===== config.mk =====
export PLATFORM = sky130hd
export DESIGN_NAME = fifo_param
export DESIGN_NICKNAME = d
export VERILOG_FILES = /design/src/rtl/fifo_param.sv
export SDC_FILE = /design/constraint.sdc
export NUM_CORES = 1
export LEC_CHECK = 0
export CELL_PAD_IN_SITES_DETAIL_PLACEMENT = 1
export CELL_PAD_IN_SITES_GLOBAL_PLACEMENT = 1
export CORE_ASPECT_RATIO = 0.6
export CORE_MARGIN = 8
export CORE_UTILIZATION = 40
export CTS_CLUSTER_DIAMETER = 120
export DETAILED_ROUTE_END_ITERATION = 12
export PLACE_DENSITY = 0.85
export SKIP_LAST_GASP = 1
export SYNTH_ARGS = -nofsm -noshare
export SYNTH_HDL_FRONTEND = slang
export SYNTH_SLANG_ARGS = --single-unit
export TNS_END_PERCENT = 10

===== constraint.sdc =====
create_clock -name clk -period 2.7 [get_ports clk]
set_input_delay 0.675 -clock clk [delete_from_list [all_inputs] [get_ports clk]]
set_output_delay 0.675 -clock clk [all_outputs]
set_load 0.005 [all_outputs]

===== src/rtl/fifo_param.sv =====
// Parametrised synchronous FIFO for TLP buffering between producer and consumer.
// Registered read data with a read-valid strobe, occupancy count, runtime
// almost-full/almost-empty thresholds and a sticky overflow/underflow flag.
module fifo_param #(
   parameter int unsigned DATA_WIDTH = 4,
   parameter int unsigned ADDR_WIDTH = 3
) (
   input  logic                  clk,
   input  logic                  reset,
   input  logic [DATA_WIDTH-1:0] data_a,
   input  logic                  push,
   input  logic                  pop,
   input  logic [ADDR_WIDTH:0]   af_thr,
   input  logic [ADDR_WIDTH:0]   ae_thr,
   output logic [DATA_WIDTH-1:0] q_b,
   output logic                  valid,
   output logic [ADDR_WIDTH:0]   count,
   output logic                  full,
   output logic                  empty,
   output logic                  almost_full,
   output logic                  almost_empty,
   output logic                  error
);

   localparam int unsigned DEPTH = 1 << ADDR_WIDTH;
   localparam int unsigned CW    = ADDR_WIDTH + 1;

   logic [DATA_WIDTH-1:0] mem [DEPTH];
   logic [ADDR_WIDTH-1:0] wr_ptr;
   logic [ADDR_WIDTH-1:0] rd_ptr;
   logic [CW-1:0]         count_q;
   logic [DATA_WIDTH-1:0] q_q;
   logic                  valid_q;
   logic                  error_q;

   logic                  push_ok;
   logic                  pop_ok;
   logic                  overflow;
   logic                  underflow;

   // Acceptance decisions against the pre-edge state; a full FIFO accepts a
   // push only when a pop frees a slot on the same edge.
   always_comb begin
      push_ok   = push & (~full | pop);
      pop_ok    = pop & ~empty;
      overflow  = push & full & ~pop;
      underflow = pop & empty;
   end

   // Storage array; contents are deliberately not reset.
   always_ff @(posedge clk) begin
      if (push_ok) begin
         mem[wr_ptr] <= data_a;
      end
   end

   // Pointers wrap naturally at DEPTH; occupancy tracked in a separate counter.
   always_ff @(posedge clk) begin
      if (reset) begin
         wr_ptr  <= '0;
         rd_ptr  <= '0;
         count_q <= '0;
      end else begin
         if (push_ok) begin
            wr_ptr <= wr_ptr + ADDR_WIDTH'(1);
         end
         if (pop_ok) begin
            rd_ptr <= rd_ptr + ADDR_WIDTH'(1);
         end
         if (push_ok && !pop_ok) begin
            count_q <= count_q + CW'(1);
         end else if (pop_ok && !push_ok) begin
            count_q <= count_q - CW'(1);
         end
      end
   end

   // Registered read port: q_b holds between pops, valid marks a fresh word.
   always_ff @(posedge clk) begin
      if (reset) begin
         q_q     <= '0;
         valid_q <= 1'b0;
      end else begin
         valid_q <= pop_ok;
         if (pop_ok) begin
            q_q <= mem[rd_ptr];
         end
      end
   end

   // Sticky error: set on dropped push or empty pop, cleared only by reset.
   always_ff @(posedge clk) begin
      if (reset) begin
         error_q <= 1'b0;
      end else if (overflow || underflow) begin
         error_q <= 1'b1;
      end
   end

   // Status flags decode the current count; thresholds act in the same cycle.
   always_comb begin
      full         = (count_q == CW'(DEPTH));
      empty        = (count_q == '0);
      almost_full  = (count_q >= af_thr);
      almost_empty = (count_q <= ae_thr);
   end

   assign q_b   = q_q;
   assign valid = valid_q;
   assign count = count_q;
   assign error = error_q;

endmodule


==> summary.txt, run 1 <==
Detailed routing
  – DRC viols: 0
  – DR vias: 1461
  – DR WL/cell: approximately 18 microns
  – First-pass iteration count of the detailed router: 4
  – Via-to-Cell Ratio: 5.073
  – Routed Antenna Nets: 0
  – DR iter-0 viols: 49
  – Drt total wl: 5052 microns

Final layout
  – Share of layout cells above drive strength 1: a little over a quarter
  – Non-filler instance count after layout: 288
  – Diode count: 0
  – Fin nets: 248
  – Fill cells: roughly 570
  – Cell area after layout: 2849 sq um
  – Area growth from synthesis to layout: 28.43%

Clock network
  – Clk Latency, worst-skew pair: 300 ps
  – Worst-path clk slew: 90 ps
  – CTS Buf Count: 5
  – Clock Tree Buf Depth: 2
  – Clock sinks: 48
  – CTS tree: done
  – H-tree levels: 2
  – Root buf cell: clkbuf_8
  – Hold_buf cts: 0

Logic synthesis
  – Top FF cell, synth: edfxtp_1
  – Synth top area cells: edfxtp_1, dfxtp_1, mux4_2
  – Mapped Cells: 166
  – Post-synth top area cell: edfxtp_1
  – Seq/Total Area, Yosys: 57.76%
  – Synth top area share: 43.32%
  – Mean Syn Cell Area: roughly 13 sq um
  – Post-synthesis net count: approximately 200
  – Synth Register Bits: 48
  – Post-synth EDFFs: 32
  – Most instantiated cells after synthesis: edfxtp_1, nor2_1, dfxtp_1
  – Distinct cells, synth: 40
  – Async S/R FF share, synth: 0%
  – Cell with the most instances after synthesis: edfxtp_1
  – YS warnings: 0
  – Synthesized area: 2218 sq um

Worst setup path
  – RR Startpoint: count[0]$_SDFFE_PP0P_
  – Worst setup path startpoint: ae_thr[2]
  – Critical path depth: 7
  – Top delay family on crit path: buffers and inverters
  – Critical path's slowest cell: clkdlybuf4s50_1
  – CP arrival: 1990 ps
  – CP Capture Type: primary output
  – Crit Path Class: primary input to primary output
  – Buffer and inverter count on the worst path: 3
  – Crit Path Max Fanout: 2
  – Worst EP required: 2030 ps
  – Startpoint types: primary input
  – Cell mode on critical path: o21a_1
  – CP peak stage delay: 450 ps
  – Crit path cell chain: clkdlybuf4s50_1 -> inv_1 -> ha_1 -> o21a_1 -> o21a_1 -> o21ai_1 -> buf_2
  – R2R depth: 11

GRT
  – Vias in the first global route: 1582
  – GRT Total Usage: a little over an eighth
  – Largest net degree at the start of global routing: 17
  – Gr ovfl total: 0
  – First-pass GRT wire length: 8369 microns
  – Initial antenna violation count: 0

Place
  – RePlAce Congestion: 0.7525
  – IO Port Bufs: 29
  – DPL Wire Length: 3872 microns
  – Placed Cells: 280
  – DP Area: 2728 sq um

Flow run
  – Max-cap violations: 0

STA
  – Least-Margin Pin Slew: 648.9 ps
  – Final Hold Fails: 0
  – Fmax: 0.3755 GHz
  – Fin crit period: 2663 ps
  – # setup viols final: 0
  – Clk_skew: 3.521 ps
  – Crit share post-route: 98.64%
  – Slew Viols, Final: 0
  – Rel. slew slack: a little under three fifths
  – Unrepaired setup endpoints after global routing: true

Power and ir drop
  – VDD IR max: ~0.25 mV
  – Internal power: roughly 1.6 mW
  – Switching share of power: 32.73%
  – Clock share of power: 18.5%
  – Pwr/cell area: around 830 nW/um^2
  – Net load switching power: a little under 0.8 mW
  – P_leak: 1.117 nW
  – Total chip power: between 2 and 2.5 mW
  – Sequential share of power: 42.1%
  – Comb pwr share: 39.4%

Floorplanning
  – Initial Util: roughly 41%
  – IO Count: 30
  – FP Rows: 21
  – Die span in x: 112.1 microns
  – DIE HEIGHT: roughly 74 microns
  – Die ar.: 8263 sq um
  – Core area: 5465 sq um

Min path
  – Worst hold path depth: 2
  – Hold Crit Class: register to register
  – Hold path startpoint: error$_SDFFE_PP0P_

Outcome
  – Status: complete, no violations
==> power groups by stage <==
stage               Sequential, mW  Clock, mW  Combinational (mW)
detailed placement            1.01          0               0.922
finish                       0.995      0.437               0.930
CTS                          0.998      0.454               0.932
global route                  1.02      0.475                1.03
floorplan                    0.967          0               0.549
global placement              1.00          0               0.884
==> logic make-up after synthesis <==
family                     share of synthesized area (%)
AOI/OAI and AO/OA                                  6.599
xor gates and xnor gates                           2.708
adders and majority gates                          8.235
buffers and inverters                              3.328
DFF                                                57.76
muxes                                              9.081
and+or+nand+nor                                    12.30
==> worst reg2reg max path, delay by kind of cell, from the launching register on <==
kind,cells,cell delay (ps)
fa+ha+maj,2,450
mux,1,350
simple gates,1,110
flops,1,370
compound gates,3,740
buf+inv,4,450
==> metrics by stage <==
step / setup slack, ps / hold WS, ps / setup TNS, ps / util [%]
finish: 36.73 / 493.1 / 0 / 52.13
global route: -29.11 / 539.3 / -51.10 / 52.13
global placement: -497.0 / 449.5 / -1382 / 49.91
detailed placement: -534.5 / 477.9 / -1750 / 49.91
floorplan: 115.9 / 460.4 / 0 / -
CTS: -38.75 / 500.3 / -59.27 / 51.83
==> cell usage in the layout (no fill, tap or decap), types with 2 or more instances in the layout <==
cell and count:
nor3_2 4, clkbuf_8 5, xor2_1 3, inv_1 8
nor2_1 20, xnor2_1 2, a21oi_1 4, clkdlybuf4s50_1 23
nor2b_1 2, a21o_1 3, edfxtp_1 32, nand2_1 6
nand2b_4 3, buf_2 2, inv_2 3, o22ai_1 4
buf_4 22, dfxtp_1 15, o21a_1 2, mux4_2 8
nor3_1 5, ha_1 12, clkinvlp_4 2, o21ai_1 2
nand2b_1 3, dlymetal6s2s_1 3
==> sequential cells by signal, summed over array words and instances, names as in the netlist <==
signal  count
rd_ptr      3
wr_ptr      3
mem        32
q_b         4
count       4
valid       1
error       1
==> final cells by class <==
type	instances	area (sq um)	area share, %
clock buffer	5	68.82	2.415
tap	69	86.33	3.030
inverter	11	41.29	1.449
sequential	48	1282	45.02
clock inverter	3	23.77	0.8344
timing repair buffer	51	451.7	15.85
multi-input combinational	101	894.6	31.40
==> path summary, 6_finish.rpt <==
check	to	slack, ps
setup reg to reg	count[3]$_SDFFE_PP0P_	130
hold / removal	error$_SDFFE_PP0P_	490
hold reg to reg	error$_SDFFE_PP0P_	490
setup / recovery	almost_empty	40
==> metal layers <==
metal	global-route usage, %	wire (microns)	part of all wire, %
met1	17.17	2410	48
met2	21.30	2342	46
met3	2.789	220	4.4
met4	5.193	78	1.5
met5	0	0	0
==> what timing repair did <==
| item | 4_1_cts | 5_1_grt |
|---|---|---|
| endpoints found under the hold margin | 0 | 0 |
| resized for setup | 13 | 5 |
| gates cloned | 0 | 0 |
| pin swaps | 5 | 5 |
| buffers inserted | 0 | 0 |
| endpoints found under the setup margin | 3 | 4 |
No activity file was read; power rests on OpenSTA's default activity.
==> run 2: changes to the inputs <==
--- a/config.mk
+++ b/config.mk
@@ -12,6 +12,8 @@
 export CORE_UTILIZATION = 40
 export CTS_CLUSTER_DIAMETER = 120
 export DETAILED_ROUTE_END_ITERATION = 12
+export GPL_ROUTABILITY_DRIVEN = 1
+export GPL_TIMING_DRIVEN = 0
 export PLACE_DENSITY = 0.85
 export SKIP_LAST_GASP = 1
 export SYNTH_ARGS = -nofsm -noshare
==> run 2 against run 1 <==
- final cell count down 4.9%
- total power down 1.1%
- utilization down 1.9 points
- largest power group unchanged
- combinational power about the same
- global-route usage up 0.32 points
- largest cell class unchanged
- clock power down 4%
==> summary.txt, run 2 (synthesis results as in run 1) <==
Place
  – IO Port Bufs: 28 (-3.4%)
  – DP Area: 2585 sq um (-5.2%)
  – RePlAce Congestion: 0.7594 (+0.92%)
  – DPL Wire Length: 3944 microns (+1.9%)

STA
  – # setup viols final: 0 (unchanged)
  – Clk_skew: 7.520 ps (+3.998 ps)
  – Final Hold Fails: 0 (unchanged)
  – Fmax: 0.3774 GHz (+0.52%)
  – Unrepaired setup endpoints after global routing: true
  – Crit share post-route: 98.13% (-0.51 points)
  – Slew Viols, Final: 0 (unchanged)
  – Fin crit period: 2649 ps (-13.89 ps)
  – Least-Margin Pin Slew: 947.2 ps (+298.3 ps)
  – Setup Total Neg Slack: 0 ps (unchanged)
  – Rel. slew slack: 36.27% (-20 points)

Clock network
  – CTS Buf Count: 5 (unchanged)
  – Clock sinks: 48 (unchanged)
  – Clk Latency, worst-skew pair: 300 ps (about the same)
  – CTS tree: done
  – Clock Tree Buf Depth: 2 (unchanged)
  – Hold_buf cts: 0 (unchanged)
  – Root buf cell: clkbuf_8
  – Worst-path clk slew: 90 ps (about the same)
  – H-tree levels: 2 (unchanged)

Power and ir drop
  – Switching share of power: 33.45% (+0.72 points)
  – Internal power: 1.555 mW (-2.1%)
  – Comb pwr share: 39.8% (+0.4 points)
  – Net load switching power: 0.7815 mW (+1.1%)
  – P_leak: 1.026 nW (-8.1%)
  – VDD IR max: 0.2437 mV (-4.0%)
  – Pwr/cell area: 850.8 nW/um^2 (+2.6%)
  – Clock share of power: 17.9% (-0.6 points)
  – Sequential share of power: 42.3% (+0.2 points)

Worst setup path
  – Crit Path Class: primary input to primary output
  – Worst EP required: 2030 ps (about the same)
  – Crit Path Max Fanout: 2 (unchanged)
  – CP arrival: 1970 ps (-20 ps)
  – Startpoint types: primary input
  – R2R depth: 10 (-1)
  – CP Capture Type: primary output

Detailed routing
  – DRC viols: 0 (unchanged)
  – Via-to-Cell Ratio: 5.201 (+2.5%)
  – First-pass iteration count of the detailed router: 4 (unchanged)
  – DR WL/cell: 19.18 microns (+9.3%)
  – DR iter-0 viols: 69 (+41%)
  – DR vias: 1425 (-2.5%)
  – Routed Antenna Nets: 0 (unchanged)
  – Drt total wl: 5255 microns (+4.0%)

Final layout
  – Commonest cells after routing, fill and taps aside: edfxtp_1, clkdlybuf4s50_1, nor2_1
  – Diode count: 0 (unchanged)
  – Cell area after layout: 2746 sq um (-3.6%)
  – Most common cell after layout, fill and taps aside: edfxtp_1
  – Top reg by flops: mem
  – Area growth from synthesis to layout: 23.80%
  – Share of layout cells above drive strength 1: 21.95% (-4.5 points)
  – Final core area utilization: 50.25% (-1.9 points)
  – Fin nets: 234 (-5.6%)
  – Number of flip-flops in the largest register: 32 (unchanged)

Floorplanning
  – Die ar.: 8263 sq um (unchanged)
  – DIE HEIGHT: 73.69 microns (unchanged)
  – Die span in x: 112.1 microns (unchanged)
  – IO Count: 30 (unchanged)
  – Core area: 5465 sq um (unchanged)
  – FP Rows: 21 (unchanged)
  – Initial Util: 40.59% (unchanged)

GRT
  – First-pass GRT wire length: 8500 microns (+1.6%)
  – Largest net degree at the start of global routing: 16 (-1)
  – Initial antenna violation count: 0 (unchanged)
  – Gr ovfl total: 0 (unchanged)
  – GRT Total Usage: 13.54% (+0.32 points)
  – Vias in the first global route: 1575 (-0.44%)

Min path
  – Hold Crit Class: register to register
  – Worst hold path depth: 2 (unchanged)

Outcome
  – Status: complete, no violations

Flow run
  – Max-cap violations: 0 (unchanged)
==> run 2: path summary, 6_finish.rpt <==
| kind | slack [ps] | startpoint | end |
|---|---|---|---|
| max | 50 | ae_thr[2] | almost_empty |
| min | 500 | error$_SDFFE_PP0P_ | error$_SDFFE_PP0P_ |
| max reg2reg | 150 | count[2]$_SDFFE_PP0P_ | count[3]$_SDFFE_PP0P_ |
| min reg2reg | 500 | error$_SDFFE_PP0P_ | error$_SDFFE_PP0P_ |
==> run 2: layout make-up <==
| class | count | area [sq um] |
|---|---|---|
| timing repair buffer | 31 | 295.3 |
| sequential | 48 | 1284 |
| tap | 69 | 86.33 |
| inverter | 11 | 41.29 |
| buffer | 6 | 32.53 |
| fill | 562 | 2719 |
| clock buffer | 5 | 68.82 |
| multi-input combinational | 101 | 919.6 |
| clock inverter | 3 | 18.77 |
==> run 2: per-stage QoR <==
stage	power, mW	setup WS [ps]	hold slack (ps)	std cells
after floorplan	1.516	115.9	460.4	166
after global placement	1.811	-523.8	456.5	263
after detailed placement	1.879	-604.2	489.1	263
after CTS	2.340	-11.89	510.3	273
after global routing	2.477	-21.65	539.3	274
final	2.337	50.62	499.7	274
==> run 2: worst max-delay path, cell delays in order <==
cell and delay [ps]:
clkdlybuf4s50_1 460, inv_1 60, ha_4 240, o21a_1 100, o21a_1 180, o21ai_1 140, buf_2 130
==> run 2: layer usage <==
metal	global-route usage [%]	vias to the layer above	wire, microns
li1	-	679	-
met5	0	-	0
met3	3.281	11	212
met1	16.91	704	2412
met4	4.748	0	87
met2	22.63	31	2544
==> run 2: power groups by stage <==
stage	Sequential, mW	Clock (mW)	Combinational [mW]
after floorplan	0.967	0	0.549
after global placement	0.982	0	0.829
after detailed placement	0.992	0	0.887
after CTS	0.986	0.430	0.924
after global routing	1.01	0.457	1.01
final	0.988	0.419	0.929
==> run 2: what timing repair did <==
item / in CTS / in global routing
setup buffers: 2 / 1
endpoints found under the setup margin: 3 / 3
pin swaps: 9 / 2
resized for setup: 19 / 4
==> run 3: changes to the inputs <==
==> config.mk (replaced) <==
export PLATFORM = sky130hd
export DESIGN_NAME = fifo_param
export DESIGN_NICKNAME = d
export VERILOG_FILES = /design/src/rtl/fifo_param.sv
export SDC_FILE = /design/constraint.sdc
export NUM_CORES = 1
export LEC_CHECK = 0
export CORE_ASPECT_RATIO = 0.6
export CORE_MARGIN = 8
export CORE_UTILIZATION = 45
export CTS_CLUSTER_DIAMETER = 120
export DETAILED_ROUTE_END_ITERATION = 12
export GPL_ROUTABILITY_DRIVEN = 1
export GPL_TIMING_DRIVEN = 0
export PLACE_DENSITY = 0.8
export REMOVE_ABC_BUFFERS = 1
export SYNTH_ARGS = -nofsm -noshare
export SYNTH_HDL_FRONTEND = slang
export SYNTH_SLANG_ARGS = --single-unit
export TNS_END_PERCENT = 10
==> run 3 against run 2 <==
- global-route usage decreased by 1.6 points
- first-iteration DRC count grew 8.7%
- sequential share of layout area up 0.85 points
==> summary.txt, run 3 (synthesis results as in run 1) <==
Worst setup path
  – Buffer and inverter count on the worst path: 2 (-1)
  – CP peak stage delay: 260 ps (-200 ps)
  – Worst EP required: 2030 ps (about the same)
  – Cell mode on critical path: a21o_1
  – CP arrival: 1910 ps (-60 ps)
  – Critical path depth: 7 (unchanged)
  – CP Capture Type: primary output
  – Critical path's slowest cell: ha_1
  – Top delay family on crit path: compound AO/OA/AOI/OAI gates
  – Crit path cell chain: dlygate4sd2_1 -> ha_1 -> nand2b_4 -> a21o_1 -> a21o_1 -> a21o_1 -> buf_2
  – R2R depth: 9 (-1)
  – Startpoint types: primary input
  – Crit Path Class: primary input to primary output
  – Flop2flop setup slack: 130 ps (-20 ps)
  – Crit Path Max Fanout: 1 (-1)

STA
  – Least-Margin Pin Slew: 967.6 ps (+20.38 ps)
  – Clk_skew: 5.024 ps (-2.496 ps)
  – WHS: 488.8 ps (-10.89 ps)
  – Crit share post-route: 95.75% (-2.4 points)
  – Final Hold Fails: 0 (unchanged)
  – # setup viols final: 0 (unchanged)
  – Unrepaired setup endpoints after global routing: false
  – Rel. slew slack: 34.90% (-1.4 points)
  – Fin crit period: 2585 ps (-64.26 ps)
  – Fmax: 0.3868 GHz (+2.5%)
  – Slew Viols, Final: 0 (unchanged)
  – Worst setup margin: 114.9 ps (+64.26 ps)

GRT
  – First-pass GRT wire length: 7169 microns (-16%)
  – GRT Total Usage: 11.98% (-1.6 points)
  – Gr ovfl total: 0 (unchanged)
  – Vias in the first global route: 1453 (-7.7%)
  – Largest net degree at the start of global routing: 18 (+2)
  – Initial antenna violation count: 0 (unchanged)

Outcome
  – Status: complete, no violations

Final layout
  – Share of layout cells above drive strength 1: 19.19% (-2.8 points)
  – Non-filler instance count after layout: 261 (-4.7%)
  – Fill cells: 389 (-31%)
  – Number of flip-flops in the largest register: 32 (unchanged)
  – Area growth from synthesis to layout: 21.60%
  – Fin nets: 227 (-3.0%)
  – Top reg by flops: mem
  – Commonest cells after routing, fill and taps aside: edfxtp_1, clkdlybuf4s50_1, nor2_1
  – Final core area utilization: 57.89% (+7.6 points)
  – Most common cell after layout, fill and taps aside: edfxtp_1
  – Cell area after layout: 2698 sq um (-1.8%)
  – Diode count: 0 (unchanged)

Floorplanning
  – Initial Util: 47.61% (+7.0 points)
  – Core area: 4659 sq um (-15%)
  – IO Count: 30 (unchanged)
  – Die ar.: 7506 sq um (-9.2%)
  – Die span in x: 106.6 microns (-4.9%)
  – DIE HEIGHT: 70.39 microns (-4.5%)
  – FP Rows: 19 (-9.5%)

Clock network
  – Clock Tree Buf Depth: 2 (unchanged)
  – CTS tree: done
  – Clk Latency, worst-skew pair: 290 ps (about the same)
  – Worst-path clk slew: 80 ps (about the same)
  – Clock sinks: 48 (unchanged)
  – CTS Buf Count: 5 (unchanged)
  – H-tree levels: 2 (unchanged)
  – Root buf cell: clkbuf_8

Place
  – RePlAce Congestion: 0.7682 (+1.2%)
  – Placed Cells: 252 (-4.2%)
  – DP Area: 2555 sq um (-1.2%)
  – DP Worst Slack: -764.6 ps (-160.3 ps)
  – IO Port Bufs: 29 (+3.6%)
  – DPL Wire Length: 3138 microns (-20%)

Detailed routing
  – DR iter-0 viols: 75 (+8.7%)
  – Routed Antenna Nets: 0 (unchanged)
  – DR WL/cell: 15.87 microns (-17%)
  – First-pass iteration count of the detailed router: 4 (unchanged)
  – DR vias: 1371 (-3.8%)
  – Via-to-Cell Ratio: 5.253 (+1.0%)
  – Drt total wl: 4143 microns (-21%)
  – DRC viols: 0 (unchanged)

Power and ir drop
  – Pwr/cell area: 834.2 nW/um^2 (-1.9%)
  – P_leak: 1.006 nW (-1.9%)
  – VDD IR max: 0.3630 mV (+49%)

Min path
  – Worst hold path depth: 2 (unchanged)
  – Hold Crit Class: register to register

Flow run
  – Max-cap violations: 0 (unchanged)
run 3: path summary, 6_finish.rpt:
path / to / from
worst max-delay path: almost_full / af_thr[0]
worst min-delay path: error$_SDFFE_PP0P_ / error$_SDFFE_PP0P_
worst max register to register: count[3]$_SDFFE_PP0P_ / count[3]$_SDFFE_PP0P_
worst min register to register: error$_SDFFE_PP0P_ / error$_SDFFE_PP0P_
run 3: cell type report:
cell class | count | area (sq um) | area share [%]
flip-flops and latches | 48 | 1284 | 47.59
multi-input cells | 101 | 917.1 | 34.00
repair buffers | 30 | 286.5 | 10.62
clock buffers | 8 | 90.09 | 3.340
well taps | 63 | 78.83 | 2.922
inverters | 11 | 41.29 | 1.531
run 3: worst reg2reg max path, delay by kind of cell, from the launching register on:
kind,cells,cell delay [ps]
AND/OR/NAND/NOR,1,100
flip-flops,1,440
buffers and inverters,2,180
AO/OA/AOI/OAI,3,960
multiplexers,1,320
adder cells (fa/ha/maj),2,460
run 3: per-stage QoR:
stage	setup TNS (ps)	total power, mW
floorplan	0	1.490
global placement	-2035	1.777
detailed placement	-2267	1.805
CTS	-13.29	2.255
global route	0	2.416
finish	0	2.250
run 3: repair_timing:
| action | in CTS | in global routing |
|---|---|---|
| pin swaps | 9 | 5 |
| setup endpoints to repair | 3 | 2 |
| setup buffers | 1 | 0 |
| hold buffers | 0 | 0 |
| resized for setup | 18 | 4 |
| gates cloned | 0 | 0 |
run 3: layer usage:
| metal | share of wire, % | routed length (microns) | vias to the layer above | global-route usage [%] |
|---|---|---|---|---|
| li1 | - | - | 665 | - |
| met1 | 48 | 1991 | 670 | 15.69 |
| met2 | 46 | 1901 | 30 | 18.26 |
| met3 | 5.1 | 210 | 6 | 4.212 |
| met4 | 0.97 | 40 | 0 | 3.101 |
| met5 | 0 | 0 | - | 0 |
run 3: power by group:
| group | switching (mW) | internal, mW |
|---|---|---|
| clock | 0.215 | 0.209 |
| combinational | 0.334 | 0.465 |
| sequential | 0.149 | 0.879 |
| total | 0.698 | 1.55 |
